**config.mk**
```make
export PLATFORM = sky130hd
export DESIGN_NAME = uart_rx
export DESIGN_NICKNAME = d
export VERILOG_FILES = /design/src/rtl/uart_rx.sv
export SDC_FILE = /design/constraint.sdc
export NUM_CORES = 1
export LEC_CHECK = 0
export ABC_AREA = 1
export ABC_CLOCK_PERIOD_IN_PS = 2130
export CAP_MARGIN = 20
export CORE_MARGIN = 2
export CORE_UTILIZATION = 40
export DETAILED_ROUTE_END_ITERATION = 16
export SYNTH_ARGS = -nofsm -noshare
export SYNTH_HDL_FRONTEND = slang
export SYNTH_SLANG_ARGS = --single-unit
export TNS_END_PERCENT = 50
```
**constraint.sdc**
```tcl
create_clock -name clk -period 2.13 [get_ports clk]
set_clock_uncertainty 0.1 [all_clocks]
set_input_delay 0.3195 -clock clk [delete_from_list [all_inputs] [get_ports clk]]
set_output_delay 0.3195 -clock clk [all_outputs]
set_load 0.01 [all_outputs]
```
**src/rtl/uart_rx.sv**
```systemverilog
// ---------------------------------------------------------------------------
// uart_rx -- 8N1 UART receiver with mid-bit sampling.
//
// The line is sampled once per bit at the bit centre. Timing comes from a
// 16-bit baud counter derived from CLK_FREQ / BAUD_RATE.
//
// Parameters:
//   CLK_FREQ   system clock frequency in Hz
//   BAUD_RATE  serial bit rate in bits/s
//
// Ports:
//   clk        system clock, rising edge
//   rst        asynchronous active-high reset
//   rx         asynchronous serial input, idle high
//   data_out   last received byte, held between valid pulses
//   valid      one-cycle pulse when data_out is updated
//   busy       high while a frame is in progress (state != IDLE)
//   frame_err  one-cycle pulse on a low stop bit (only when checking is on)
//
// Build option:
//   UART_RX_FRAME_CHECK_EN  when defined, a low stop bit discards the byte
//                           and pulses frame_err. When undefined, the byte
//                           is still delivered and frame_err is tied low.
// ---------------------------------------------------------------------------
`timescale 1ns/1ps

module uart_rx #(
   parameter int CLK_FREQ  = 100_000_000,
   parameter int BAUD_RATE = 115200
) (
   input  logic       clk,
   input  logic       rst,
   input  logic       rx,
   output logic [7:0] data_out,
   output logic       valid,
   output logic       busy,
   output logic       frame_err
);

   localparam int          BIT_PERIOD  = CLK_FREQ / BAUD_RATE;
   localparam int          HALF_PERIOD = BIT_PERIOD / 2;
   localparam logic [15:0] BIT_LAST    = 16'(BIT_PERIOD - 1);
   localparam logic [15:0] HALF_LAST   = 16'(HALF_PERIOD - 1);

   typedef enum logic [2:0] {
      S_IDLE,
      S_START,
      S_DATA,
      S_STOP,
      S_WAIT_IDLE
   } state_t;

   state_t      r_state;
   state_t      w_state_nxt;

   logic        r_sync1;
   logic        r_sync2;
   logic [15:0] r_cnt;
   logic [2:0]  r_bit_idx;
   logic [7:0]  r_shift;
   logic [7:0]  r_data_out;
   logic        r_valid;

   logic        w_rx_s;
   logic        w_half_tick;
   logic        w_bit_tick;
   logic        w_cnt_clr;
   logic        w_sample;
   logic        w_load;

   assign w_rx_s      = r_sync2;
   assign w_half_tick = (r_cnt == HALF_LAST);
   assign w_bit_tick  = (r_cnt == BIT_LAST);

   assign data_out = r_data_out;
   assign valid    = r_valid;
   assign busy     = (r_state != S_IDLE);

   // Two-flop synchronizer. It resets to the idle (high) level, so leaving
   // reset never looks like a start bit.
   always_ff @(posedge clk or posedge rst) begin
      if (rst) begin
         r_sync1 <= 1'b1;
         r_sync2 <= 1'b1;
      end else begin
         r_sync1 <= rx;
         r_sync2 <= r_sync1;
      end
   end

   always_ff @(posedge clk or posedge rst) begin
      if (rst) begin
         r_state <= S_IDLE;
      end else begin
         r_state <= w_state_nxt;
      end
   end

`ifdef UART_RX_FRAME_CHECK_EN
   logic w_ferr;
   logic r_frame_err;

   assign frame_err = r_frame_err;
`else
   assign frame_err = 1'b0;
`endif

   always_comb begin
      w_state_nxt = r_state;
      w_cnt_clr   = 1'b0;
      w_sample    = 1'b0;
      w_load      = 1'b0;
`ifdef UART_RX_FRAME_CHECK_EN
      w_ferr      = 1'b0;
`endif
      case (r_state)
         S_IDLE: begin
            w_cnt_clr = 1'b1;
            if (!w_rx_s) begin
               w_state_nxt = S_START;
            end
         end
         S_START: begin
            // Re-check the start bit at its centre. A line that is already
            // high again was only a glitch.
            if (w_half_tick) begin
               w_cnt_clr = 1'b1;
               if (!w_rx_s) begin
                  w_state_nxt = S_DATA;
               end else begin
                  w_state_nxt = S_IDLE;
               end
            end
         end
         S_DATA: begin
            if (w_bit_tick) begin
               w_cnt_clr = 1'b1;
               w_sample  = 1'b1;
               if (r_bit_idx == 3'd7) begin
                  w_state_nxt = S_STOP;
               end
            end
         end
         S_STOP: begin
            // Leaving at the stop-bit centre re-arms IDLE half a bit early.
            // This lets a start bit that follows immediately be caught.
            if (w_bit_tick) begin
               w_cnt_clr = 1'b1;
               if (w_rx_s) begin
                  w_load      = 1'b1;
                  w_state_nxt = S_IDLE;
               end else begin
`ifdef UART_RX_FRAME_CHECK_EN
                  w_ferr      = 1'b1;
`else
                  w_load      = 1'b1;
`endif
                  w_state_nxt = S_WAIT_IDLE;
               end
            end
         end
         S_WAIT_IDLE: begin
            // A held-low line (break) is absorbed here instead of being
            // decoded as repeated 0x00 frames.
            w_cnt_clr = 1'b1;
            if (w_rx_s) begin
               w_state_nxt = S_IDLE;
            end
         end
         default: begin
            w_cnt_clr   = 1'b1;
            w_state_nxt = S_IDLE;
         end
      endcase
   end

   always_ff @(posedge clk or posedge rst) begin
      if (rst) begin
         r_cnt      <= 16'd0;
         r_bit_idx  <= 3'd0;
         r_shift    <= 8'h00;
         r_data_out <= 8'h00;
         r_valid    <= 1'b0;
      end else begin
         if (w_cnt_clr) begin
            r_cnt <= 16'd0;
         end else begin
            r_cnt <= r_cnt + 16'd1;
         end

         // The bit index is zero on every entry to DATA.
         if (r_state != S_DATA) begin
            r_bit_idx <= 3'd0;
         end else if (w_sample) begin
            r_shift[r_bit_idx] <= w_rx_s;
            r_bit_idx          <= r_bit_idx + 3'd1;
         end

         r_valid <= w_load;
         if (w_load) begin
            r_data_out <= r_shift;
         end
      end
   end

`ifdef UART_RX_FRAME_CHECK_EN
   always_ff @(posedge clk or posedge rst) begin
      if (rst) begin
         r_frame_err <= 1'b0;
      end else begin
         r_frame_err <= w_ferr;
      end
   end
`endif

endmodule

```
==> summary.md, run 1 <==
| Metric | Value |
|---|---|
| CTS H-tree lvls | 2 |
| Mapped Cells | between 200 and 300 |
| Die W | between 70 and 80 um |
| GRT Residual Overflow | 0 |
| Status | completed |
| Post-cts resize count | 0 |
| Pleak | 0.00125 uW |
| Clk buf depth | 2 |
| Slew Limit Fails | 0 |
| Layout area overhead | 13.5% |
| Die Span Y | between 70 and 80 um |
| Sw power | between 200 and 300 uW |
| Critical Path End | busy |
| CP Class | reg2out |
| Initial antenna violation count | 0 |
| Mapped cell area | 2230 um2 |
| CP required | ~1.7 ns |
| F_max | about 510 MHz |
| Post-DP HPWL | 3110 um |
| Routed vias | ~1,800 |
| Drt via density | 4.66 |
| Routed Antenna Nets | 0 |
| Share of cells above drive strength 1 | about a tenth |
| Hold Violations, Final | 0 |
| Worst Path Max Fanout | 5 |
| Yosys cell types | 26 |
| Largest net degree at the start of global routing | 42 |
| Core Rows | 27 |
| Setup total negative slack | 0 ns |
| Startpoint types | flop |
| Antenna fix cells | 0 |
| Setup ws final | 0.158 ns |
| Max-Cap Viols | 0 |
| Pre-CTS setup slack | around 0.48 ns |
| Seq cells post-synth | around 40 |
| Syn Nets | roughly 300 |
| # setup viols final | 0 |
| Seq/Total Area, Yosys | between 40% and 50% |
| Crit path time final | between 1.5 and 2 ns |
| Placed inst area | 2410 um2 |
| # DRC | 0 |
| RR Startpoint | r_cnt[0] |
| Power density over the cells | approximately 580 nW/um2 |
| Worst min-delay path category | reg2reg |
| Root Buffer Master | clkbuf_8 |
| Yosys warning count | 0 |
| Vias in the first global route | between 1,500 and 2,000 |
| GP Congestion | between 0.8 and 0.9 |
| CTS sink cnt | 41 |
| First-pass GRT wire length | a little over 8000 um |
| Slew HR | roughly 65% |
| Clock transition at path regs | 0.08 ns |
| Hold Buf Count CTS | 0 |
| Final wirelength | 4310 um |
| Worst Setup SP | r_state[1] |
| GRT Total Usage | 16.8% |
| CTS tree | built |
| Die area | just over 6000 um2 |
| Crit path DAT | about 1.6 ns |
| Crit path capture type | output port |
| RSZ-0062 raised after global routing | false |
| # IOs | 14 |
| Later-pin clock latency in the skew report | 0.30 ns |
| Maximum vdd drop | 418 uV |
| Ratio of final minimum period to clock period | 92.6% |
| Post-CTS setup buffer count | 0 |
| Reg2reg end | r_cnt[8] |
| Syn avg cell area | roughly 7.7 um2 |
| Most common cell after layout, fill and taps aside | nand2_1 |
| CTS Buf Count | 5 |
| Avg WL per Cell | around 11 um |
| Area of the core | about 5400 um2 |
| Drt first pass iters | 4 |
| Clock share of power | 44.8% |
| FF-to-FF setup slack | roughly 0.46 ns |
| Combinational share of power | 1.6% |
| Pint | ~1200 uW |
| Reg power frac | around 54% |
| Fin area | about 2500 um2 |
| Worst Reg-to-Reg Cells | 7 |
| Switch share | between 20% and 30% |
| Commonest cells after routing, fill and taps aside | nand2_1, nor2_1, dfrtp_1 |
| Hold Path Cell Cnt | 0 |
| Initial core utilization | between 40% and 50% |
| Least-Margin Pin Slew | between 0.5 and 0.6 ns |
| Initial drt markers | 172 |
| Fin nets | 313 |
| Number of port buffers | 12 |
-- sequential cells by signal, indices dropped and copies added (netlist names) --
name       flops
r_cnt         16
data_out       8
r_shift        8
r_bit_idx      3
r_state        3
r_sync1        1
r_sync2        1
valid          1
-- metal layers --
| metal | part of all wire, % | GRT usage [%] | vias up |
|---|---|---|---|
| met5 | 0 | 0 | - |
| met4 | 0.56 | 5.26 | 0 |
| met3 | 4.2 | 3.79 | 2 |
| met2 | 41 | 25.5 | 32 |
| met1 | 54 | 23.7 | 793 |
| li1 | - | - | 938 |
-- power groups by stage --
| stage | registers [uW] | logic [uW] | clock network, uW |
|---|---|---|---|
| finish | 785 | 22.8 | 656 |
| CTS | 785 | 24.3 | 680 |
| detailed placement | 800 | 24.4 | 0 |
| floorplan | 797 | 18.5 | 0 |
| global placement | 800 | 24.0 | 0 |
| global route | 785 | 27.4 | 703 |
-- critical path, cell delays in order, from the launching register on --
cell             delay (ns)
dfrtp_1                0.44
nor2_1                 0.24
nand2_1                0.09
clkdlybuf4s50_1        0.49
-- metrics by stage --
| step | power [uW] | cells | hold slack [ns] | utilization [%] |
|---|---|---|---|---|
| 3_5_place_dp | 824 | 371 | 0.249 | 44.3 |
| 2_1_floorplan | 815 | 290 | 0.224 | - |
| 3_3_place_gp | 824 | 371 | 0.247 | 44.3 |
| 5_1_grt | 1520 | 379 | 0.266 | 46.5 |
| 6_report | 1460 | 379 | 0.259 | 46.5 |
| 4_1_cts | 1490 | 379 | 0.261 | 46.5 |
-- kinds of logic after synthesis --
logic type	Yosys count	share of synthesized area [%]
flip-flops	41	46.2
AND/OR/NAND/NOR	190	38.0
buffers and inverters	28	5.73
XOR/XNOR	10	3.93
adder cells (fa/ha/maj)	4	2.25
other	1	0.168
AO/OA/AOI/OAI	16	3.76
-- synthesized netlist by cell type --
cell type	number	area share [%]
nand4_1	7	2.0
nand3_1	18	4.0
nand2_1	93	16
buf_8	1	0.67
nand2_4	1	0.51
conb_1	1	0.17
dfrtp_1	39	44
buf_4	3	1.0
nand2_2	5	1.4
nor2_2	2	0.56
dfstp_2	2	2.4
inv_2	4	0.67
nor3_2	1	0.45
o21ai_0	12	2.7
nand3_2	2	0.90
ha_1	4	2.2
o21ai_2	1	0.39
a21oi_1	1	0.22
nor2_8	1	0.90
nor3_1	2	0.45
nor2_1	54	9.1
xor2_1	6	2.4
inv_1	20	3.4
nor2_4	4	2.0
o21ai_1	2	0.45
xnor2_1	4	1.6
-- worst min-delay path by stage --
stage	start	to	slack (ns)
CTS	r_sync1	r_sync2	0.26
finish	r_sync1	r_sync2	0.26
floorplan	rx	r_sync1	0.22
global route	r_sync1	r_sync2	0.27
detailed placement	r_sync1	r_sync2	0.25
global placement	r_sync1	r_sync2	0.25
-- cell type report --
| cell class | instances | area (um2) |
|---|---|---|
| fillers | 537 | 2910 |
| repair buffers | 13 | 128 |
| clock inverters | 2 | 37.5 |
| multi-input cells | 221 | 1070 |
| inverters | 24 | 90.1 |
| flip-flops and latches | 41 | 1030 |
| well taps | 72 | 90.1 |
| clock buffers | 6 | 82.6 |
Note: power is estimated with default switching activity, not from simulation.
==> run 2, diff against run 1 <==
Settings changed: ABC_CLOCK_PERIOD_IN_PS 2130 to not set.
==> results of run 2 <==
Final layout, timing and power as in run 1 (identical DEF).
